==> config.mk <==
export PLATFORM = sky130hd
export DESIGN_NAME = hack_cpu_flat
export DESIGN_NICKNAME = d
export VERILOG_FILES = /design/src/rtl/hack_cpu_if.sv /design/src/rtl/hack_cpu.sv /design/src/flat_wrapper.sv
export SDC_FILE = /design/constraint.sdc
export NUM_CORES = 1
export LEC_CHECK = 0
export ABC_CLOCK_PERIOD_IN_PS = 7600
export BUFFER_PORTS_ARGS = -buffer_cell sky130_fd_sc_hd__buf_2
export CORE_MARGIN = 1
export CORE_UTILIZATION = 63
export CTS_BUF_LIST = sky130_fd_sc_hd__clkbuf_2
export DETAILED_ROUTE_END_ITERATION = 6
export PLACE_DENSITY = 0.89
export RECOVER_POWER = 100
export SLEW_MARGIN = 20
export SYNTH_ARGS = -nofsm -noshare
export SYNTH_HDL_FRONTEND = slang
export SYNTH_SLANG_ARGS = --single-unit
==> constraint.sdc <==
create_clock -name clk -period 7.6 [get_ports clk]
set_clock_uncertainty 0.05 [all_clocks]
set_input_delay 0.76 -clock clk [delete_from_list [all_inputs] [get_ports clk]]
set_output_delay 0.76 -clock clk [all_outputs]
set_load 0.01 [all_outputs]
==> src/rtl/hack_cpu_if.sv <==
// Bus between the Hack CPU core and its instruction ROM / data RAM.
// The CPU side is the master; memories and test benches use the slave view.
interface hack_cpu_if;
  logic [15:0] inM;
  logic [15:0] inst;
  logic [15:0] outM;
  logic        writeM;
  logic [14:0] addressM;
  logic [14:0] pc;

  modport master (
    input  inM,
    input  inst,
    output outM,
    output writeM,
    output addressM,
    output pc
  );

  modport slave (
    output inM,
    output inst,
    input  outM,
    input  writeM,
    input  addressM,
    input  pc
  );
endinterface

==> src/rtl/hack_cpu.sv <==
// Single-cycle 16-bit Hack CPU: A/D registers, ALU, jump logic and PC.
// Only the PC is reset; A and D power up at zero and keep loading under reset.
module hack_cpu (
  input  logic       clk,
  input  logic       reset,
  hack_cpu_if.master bus
);

  logic [15:0] a_q = '0;
  logic [15:0] d_q = '0;
  logic [14:0] pc_q;
  logic [15:0] a_d;
  logic [15:0] d_d;
  logic [14:0] pc_d;

  logic        isC;
  logic        aBit;
  logic        zx, nx, zy, ny, fAdd, no;
  logic        destA, destD, destM;
  logic        jlt, jeq, jgt;
  logic        unused_ok;

  logic [15:0] x;
  logic [15:0] y;
  logic [15:0] aluOut;
  logic        zr;
  logic        ng;
  logic        jump;

  assign isC       = bus.inst[15];
  assign aBit      = bus.inst[12];
  assign {zx, nx, zy, ny, fAdd, no} = bus.inst[11:6];
  assign {destA, destD, destM}      = bus.inst[5:3];
  assign {jlt, jeq, jgt}            = bus.inst[2:0];
  assign unused_ok = ^bus.inst[14:13];

  always_comb begin
    x = d_q;
    y = aBit ? bus.inM : a_q;
    if (zx) x = '0;
    if (nx) x = ~x;
    if (zy) y = '0;
    if (ny) y = ~y;
    aluOut = fAdd ? (x + y) : (x & y);
    if (no) aluOut = ~aluOut;
  end

  assign zr   = (aluOut == 16'd0);
  assign ng   = aluOut[15];
  assign jump = isC & ((jlt & ng) | (jeq & zr) | (jgt & ~ng & ~zr));

  // The jump target is the A value held before this edge, even if A is rewritten.
  always_comb begin
    a_d  = a_q;
    d_d  = d_q;
    pc_d = pc_q + 15'd1;
    if (!isC) begin
      a_d = bus.inst;
    end else begin
      if (destA) a_d = aluOut;
      if (destD) d_d = aluOut;
    end
    if (jump) pc_d = a_q[14:0];
  end

  always_ff @(posedge clk) begin
    a_q <= a_d;
    d_q <= d_d;
  end

  always_ff @(posedge clk or posedge reset) begin
    if (reset) pc_q <= '0;
    else       pc_q <= pc_d;
  end

  assign bus.outM     = aluOut;
  assign bus.writeM   = isC & destM;
  assign bus.addressM = a_q[14:0];
  assign bus.pc       = pc_q;

endmodule

==> src/flat_wrapper.sv <==
// flat-port wrapper written by rule: the top's interface ports become plain ports
module hack_cpu_flat 
  (clk, reset, bus_inM, bus_inst, bus_outM, bus_writeM, bus_addressM, bus_pc);
  hack_cpu_if bus_i ();
  input  logic clk;
  input  logic reset;
  input wire logic [$bits(bus_i.inM)-1:0] bus_inM;
  input wire logic [$bits(bus_i.inst)-1:0] bus_inst;
  output wire logic [$bits(bus_i.outM)-1:0] bus_outM;
  output wire logic [$bits(bus_i.writeM)-1:0] bus_writeM;
  output wire logic [$bits(bus_i.addressM)-1:0] bus_addressM;
  output wire logic [$bits(bus_i.pc)-1:0] bus_pc;
  assign bus_i.inM = bus_inM;
  assign bus_i.inst = bus_inst;
  assign bus_outM = bus_i.outM;
  assign bus_writeM = bus_i.writeM;
  assign bus_addressM = bus_i.addressM;
  assign bus_pc = bus_i.pc;
  hack_cpu u_core (.clk(clk), .reset(reset), .bus(bus_i));
endmodule
* Word-level counts from Yosys, hierarchy flattened
Cells that the tools add are included.
** Operators by class
- Add/subtract/negate cells :: 2
- Equal/unequal tests :: 1
- Mux-type cells :: 10
- Bitwise logic cells :: 14
- Reductions and logical operators :: 2
** Operators with widths (number)
- $mux 16 :: 7
- $not 16->16 :: 3
- $mux 15 :: 3
- $add 16x16->16 :: 1
- $and 16x16->16 :: 1
- $logic_not 16->1 :: 1
- $add 15x1->15 const B :: 1
- $and 1x1->1 :: 6
- $ne 2x2->1 const B :: 1
- $not 1->1 :: 2
- $or 1x1->1 :: 2
- $reduce_and 2->1 :: 1
** Storage, ports and cells
- Register bits after elaboration :: 47
- Input bits :: 34
- Output and inout port bits :: 47
- Word-level logic and storage cells :: 33

* Logic depth before layout (Yosys ltp)
- Depth in word-level cells :: 14
- Mapped depth :: 18
- Gate-level depth less buffers :: 15

* Worst setup path after synthesis
OpenSTA, ideal clock, no wires.
- Path type :: in2reg
- Start point :: in bus_inst[12]
- End point :: reg u_core.pc_q[10], in the netlist u_core.bus.pc[10]
- Data arrival time :: 5050 ps
- Required time :: 7425 ps
- Slack :: 2375 ps
- Stages on the path :: 17
- Buffers on the path :: 3
- Cells stage by stage :: clkbuf_1 > clkbuf_1 > mux2i_1 > nor2_1 > xor2_1 > ha_1 > a211oi_1 > o211ai_1 > a32o_1 > nor3_4 > nor4b_1 > o21ai_1 > a2111oi_4 > mux2i_1 > a21oi_2 > buf_6 > mux2_4
** Between the ends
- Cells in the longest elaborated chain, start to end :: 14
- Elaborated cells between the ends (all ways) :: 20
- Those cells by class :: 1 x add/sub; 6 x mux; 12 x bitwise; 1 x reduce/logical
** RTL lines
- start: declaration :: RTL line flat_wrapper.sv:8 : input wire logic [$bits(bus_i.inst)-1:0] bus_inst;
- $mux 16 (*) :: RTL line hack_cpu.sv:39 : y = aBit ? bus.inM : a_q;
- $mux 16 (*) :: RTL line hack_cpu.sv:42 : if (zy) y = '0;
- $not 16->16 :: RTL line hack_cpu.sv:43 : if (ny) y = ~y;
- $mux 16 (*) :: RTL line hack_cpu.sv:43
- $add 16x16->16 / $and 16x16->16 (equally long branches) :: RTL line hack_cpu.sv:44 : aluOut = fAdd ? (x + y) : (x & y);
- $mux 16 (*) :: RTL line hack_cpu.sv:44
- $not 16->16 :: RTL line hack_cpu.sv:45 : if (no) aluOut = ~aluOut;
- $mux 16 (*) :: RTL line hack_cpu.sv:45
- $logic_not 16->1 / $not 1->1 (equally long branches) :: RTL line hack_cpu.sv:48, hack_cpu.sv:50
- $and 1x1->1 / $not 1->1 (equally long branches) :: RTL line hack_cpu.sv:50 : assign jump = isC & ((jlt & ng) | (jeq & zr) | (jgt & ~ng & ~zr));
- $or 1x1->1 / $and 1x1->1 (equally long branches) :: RTL line hack_cpu.sv:50
- $or 1x1->1 (*) :: RTL line hack_cpu.sv:50
- $and 1x1->1 (*) :: RTL line hack_cpu.sv:50
- $mux 15 (*) :: RTL line hack_cpu.sv:63 : if (jump) pc_d = a_q[14:0];
- named net u_core.pc_d[10] :: RTL line hack_cpu.sv:14 : logic [14:0] pc_d;
- end signal: assignment :: RTL line hack_cpu.sv:73 : else pc_q <= pc_d;
- end: declaration :: RTL line hack_cpu.sv:11 : logic [14:0] pc_q;
Mark *: on every way through the listed nets, which the timed path passes. The rest lies on a longest branch.
A chain may end at the register's enable or synchronous reset.

* Final worst setup path
- Start point :: in bus_inst[12]
- End point :: out bus_outM[15]
** Between the ends
- Cells in the longest elaborated chain, start to end :: 8
- Elaborated cells between the ends (all ways) :: 9
- Those cells by class :: 1 x add/sub; 5 x mux; 3 x bitwise
** RTL lines
- $mux 16 (*) :: RTL line hack_cpu.sv:39
- $mux 16 (*) :: RTL line hack_cpu.sv:42
- $not 16->16 :: RTL line hack_cpu.sv:43
- $mux 16 (*) :: RTL line hack_cpu.sv:43
- $add 16x16->16 / $and 16x16->16 (equally long branches) :: RTL line hack_cpu.sv:44
- $mux 16 (*) :: RTL line hack_cpu.sv:44
- $not 16->16 :: RTL line hack_cpu.sv:45
- $mux 16 (*) :: RTL line hack_cpu.sv:45
- end: declaration :: RTL line flat_wrapper.sv:9 : output wire logic [$bits(bus_i.outM)-1:0] bus_outM;
Every way passes the cells marked *; elsewhere a longest branch is shown, timed or not.

==> metrics.yaml <==
timing:
  worst_slack_ns: 1.42
  worst_pin_slew_ns: 1.22
  final-max-slew-violation-count: 0
  timing.final.crit_share_pct: 81.4
  fmax_mhz: 162
  rsz0062_at_grt: "no"
  fin_setup_tns_ns: 0
  period_minus_slack_ns: 6.18
  finalSetupViolCount: 0
  hold_violations: 0
  slew_headroom_pct: 18.8
setup_path:
  path_buf_inv: 3
  r2r_cells: 15
  critical_path_class: "input port to output port"
  r2r_start: "u_core.a_q[0]$_DFFE_PP_"
  cp.arrival_ns: 5.37
  cpPeakStageDelay_ns: 0.82
  crit_family: "compound AO/OA/AOI/OAI gates"
  cp-start-kind: "input port"
  crit_top_cell: "clkbuf_1"
  r2r-end: "u_core.bus.pc[4]$_DFF_PP0_"
  endpoint_kind: "output port"
  path_cells: "clkbuf_1 -> mux2i_1 -> nor2_1 -> xor2_1 -> ha_1 -> a211oi_1 -> o21ai_0 -> a221oi_2 -> a21oi_1 -> o21a_1 -> or3_1 -> a311oi_1 -> inv_1 -> clkbuf_1"
  r2r_setup_slack_ns: 2.26
  crit_required_ns: 6.79
  crit_slowest_cell: "clkbuf_1"
  path_max_fanout: 17
die:
  io_pins: 81
  start_util_pct: 65.8
  die_area_um2: 7000
  rows: 29
  coreArea_um2: 6390
  fp.dieW_um: 83.7
  die_h_um: 83.7
layout:
  nNetsFinal: 529
  fill_cells: 519
  area_growth_pct: 5.45
  instances_no_fill: 555
  drive_above_1_share_pct: 13.4
  antenna_cells: 0
  post-route-util_pct: 69.4
yosys:
  ys_async_sr_fraction_pct: 31.9
  syn-num-nets: 480
  synthFlopType: "edfxtp_1"
  ys_seq_area_share_pct: 31.6
  syn_avg_cell_area_um2: 9.82
  yosysWarnings: 0
  syn_inst: 428
  synth_edf_count: 31
  synth_seq_cells: 47
  syn_area_um2: 4200
  ys_types: 68
route:
  ant_nets: 0
  wirelength_um: 10200
  vias: 3500
  drt_iter0_drc: 241
  vias_per_cell: 6.31
  dr.pass1.iters: 6
  wire_per_inst_um: 18.4
  drc: 0
grt:
  track_usage_pct: 29.4
  grt_pass1_vias: 3247
  grt_overflow: 0
  antenna_found_initial: 0
  grt_max_degree: 31
  grt_first_pass_wirelength_um: 16200
cts:
  cts.path.max_buffers: 2
  cts_buffers: 5
  postCtsSetupBuffers: 0
  cts_tree: "done"
  cts.sinks: 47
  cts_max_level: 2
  clockRootBuffer: "clkbuf_2"
  path_clk_slew_ns: 0.24
  cts_resized: 0
  clk_latency_ns: 0.43
  cts_hold_buf: 0
placed_design:
  dp.cells: 547
  dp_hpwl_um: 7530
  io_buffer_count: 80
  gp_congestion: 0.900
  place_ws_ns: 1.70
power:
  p_per_area_nw_per_um2: 277
  ir_worst_vdd_mv: 0.204
  finalPower_w: 0.00123
  p_leak_nw: 1.72
min_path:
  hold_class: "input port to asynchronous set/reset pin"
outcome:
  outcome: "finished, final reports clean"
job:
  maxCapViolations: 0
==> worst register-to-register path: cells and delay by family, from the launching register on <==
family | cells | cell delay (ns)
mux | 3 | 0.72
xor+xnor | 1 | 0.15
flops | 1 | 0.50
fa+ha+maj | 2 | 0.75
simple gates | 3 | 0.83
compound gates | 6 | 2.25
==> cell families after synthesis <==
family	Yosys count	synth area share, %
multiplexers	50	13.5
adder cells (fa/ha/maj)	18	5.54
AO/OA/AOI/OAI	71	13.3
flip-flops	47	31.6
XOR/XNOR	63	13.1
AND/OR/NAND/NOR	133	16.9
buffers and inverters	46	6.02
==> worst max path at each step <==
stage | startpoint | endpoint | slack (ns) | depth (start not counted)
floorplan | bus_inst[12] | u_core.bus.pc[10]$_DFF_PP0_ | 2.37 | 17
global placement | bus_inst[12] | u_core.bus.pc[2]$_DFF_PP0_ | 1.88 | 16
detailed placement | bus_inst[12] | u_core.bus.pc[4]$_DFF_PP0_ | 1.70 | 16
finish | bus_inst[12] | bus_outM[15] | 1.42 | 14
CTS | bus_inst[12] | u_core.bus.pc[4]$_DFF_PP0_ | 2.10 | 16
global route | bus_inst[12] | bus_outM[15] | 1.12 | 14
==> synth_stat cells, types with 4 or more instances <==
cell type,n,area share (%)
mux2i_1,23,5.5
nand3_1,12,1.4
mux2_4,9,3.2
nand4_1,7,1.0
dfrtp_1,15,8.9
or3_1,6,0.89
clkbuf_1,11,0.98
xor2_1,21,4.4
edfxtp_1,31,22
inv_1,8,0.71
xnor2_1,42,8.8
nor3_1,7,0.83
nor3b_1,4,0.71
mux2_2,18,4.8
nand2b_1,20,3.0
ha_1,17,5.1
a21oi_1,16,1.9
and3_1,7,1.0
a211oi_1,4,0.71
buf_4,15,2.7
and2_1,4,0.60
nand2_1,21,1.9
buf_2,6,0.71
o21ai_0,11,1.3
nor2_1,33,2.9
==> cell usage in the layout, fill, tap and decap left out, types with 3 or more instances in the layout <==
| master | count |
|---|---|
| clkbuf_1 | 49 |
| xnor2_1 | 42 |
| nor2_1 | 33 |
| buf_2 | 31 |
| edfxtp_1 | 31 |
| mux2i_1 | 23 |
| xor2_1 | 21 |
| nand2_1 | 21 |
| nand2b_1 | 20 |
| ha_1 | 17 |
| a21oi_1 | 16 |
| mux2_2 | 16 |
| dfrtp_1 | 15 |
| o21ai_0 | 12 |
| nand3_1 | 12 |
| mux2_1 | 11 |
| nor3_1 | 9 |
| inv_1 | 8 |
| nand4_1 | 7 |
| and3_1 | 7 |
| or3_1 | 6 |
| clkbuf_2 | 6 |
| a211oi_1 | 5 |
| nor3b_1 | 4 |
| nor4b_1 | 3 |
| and2_1 | 3 |
| a21o_1 | 3 |
| o21a_1 | 3 |
| o311ai_0 | 3 |
==> flip-flops by register name (all words and copies together), names as in the netlist <==
| signal | flops |
|---|---|
| u_core.bus.pc | 15 |
| u_core.d_q | 16 |
| u_core.a_q | 16 |
==> layer usage <==
layer | up-vias | global-route usage, % | part of all wire (%)
li1 | 1638 | - | -
met1 | 1654 | 38.2 | 40
met2 | 186 | 50.1 | 51
met3 | 22 | 4.95 | 7.2
met4 | 0 | 8.94 | 1.9
met5 | - | 0 | 0
==> final cells by class <==
cell class	count	area, µm²	share of cell area, %
Tap cell	77	96.3	2.17
Clock inverter	2	60.1	1.36
Inverter	8	30.0	0.678
Multi-Input combinational cell	335	2550	57.5
Timing Repair Buffer	80	339	7.65
Sequential cell	47	1330	29.9
Clock buffer	6	30.0	0.678
==> power breakdown <==
part | total, W | switching (W) | internal (W) | leakage (nW)
logic | 0.000625 | 0.000369 | 0.000255 | 1.18
registers | 0.000426 | 0.0000686 | 0.000357 | 0.488
clock network | 0.000176 | 0.0000859 | 0.0000898 | 0.0532
total | 0.00123 | 0.000524 | 0.000703 | 1.72
==> metrics by stage <==
stage                     hold WS [ns]  instance area (µm²)
after floorplan                  0.432                 4200
after global placement           0.477                 4480
after detailed placement         0.485                 4480
after CTS                        0.313                 4570
final                            0.294                 4430
after global routing             0.301                 4430
Note: power is estimated with default switching activity, not from simulation.
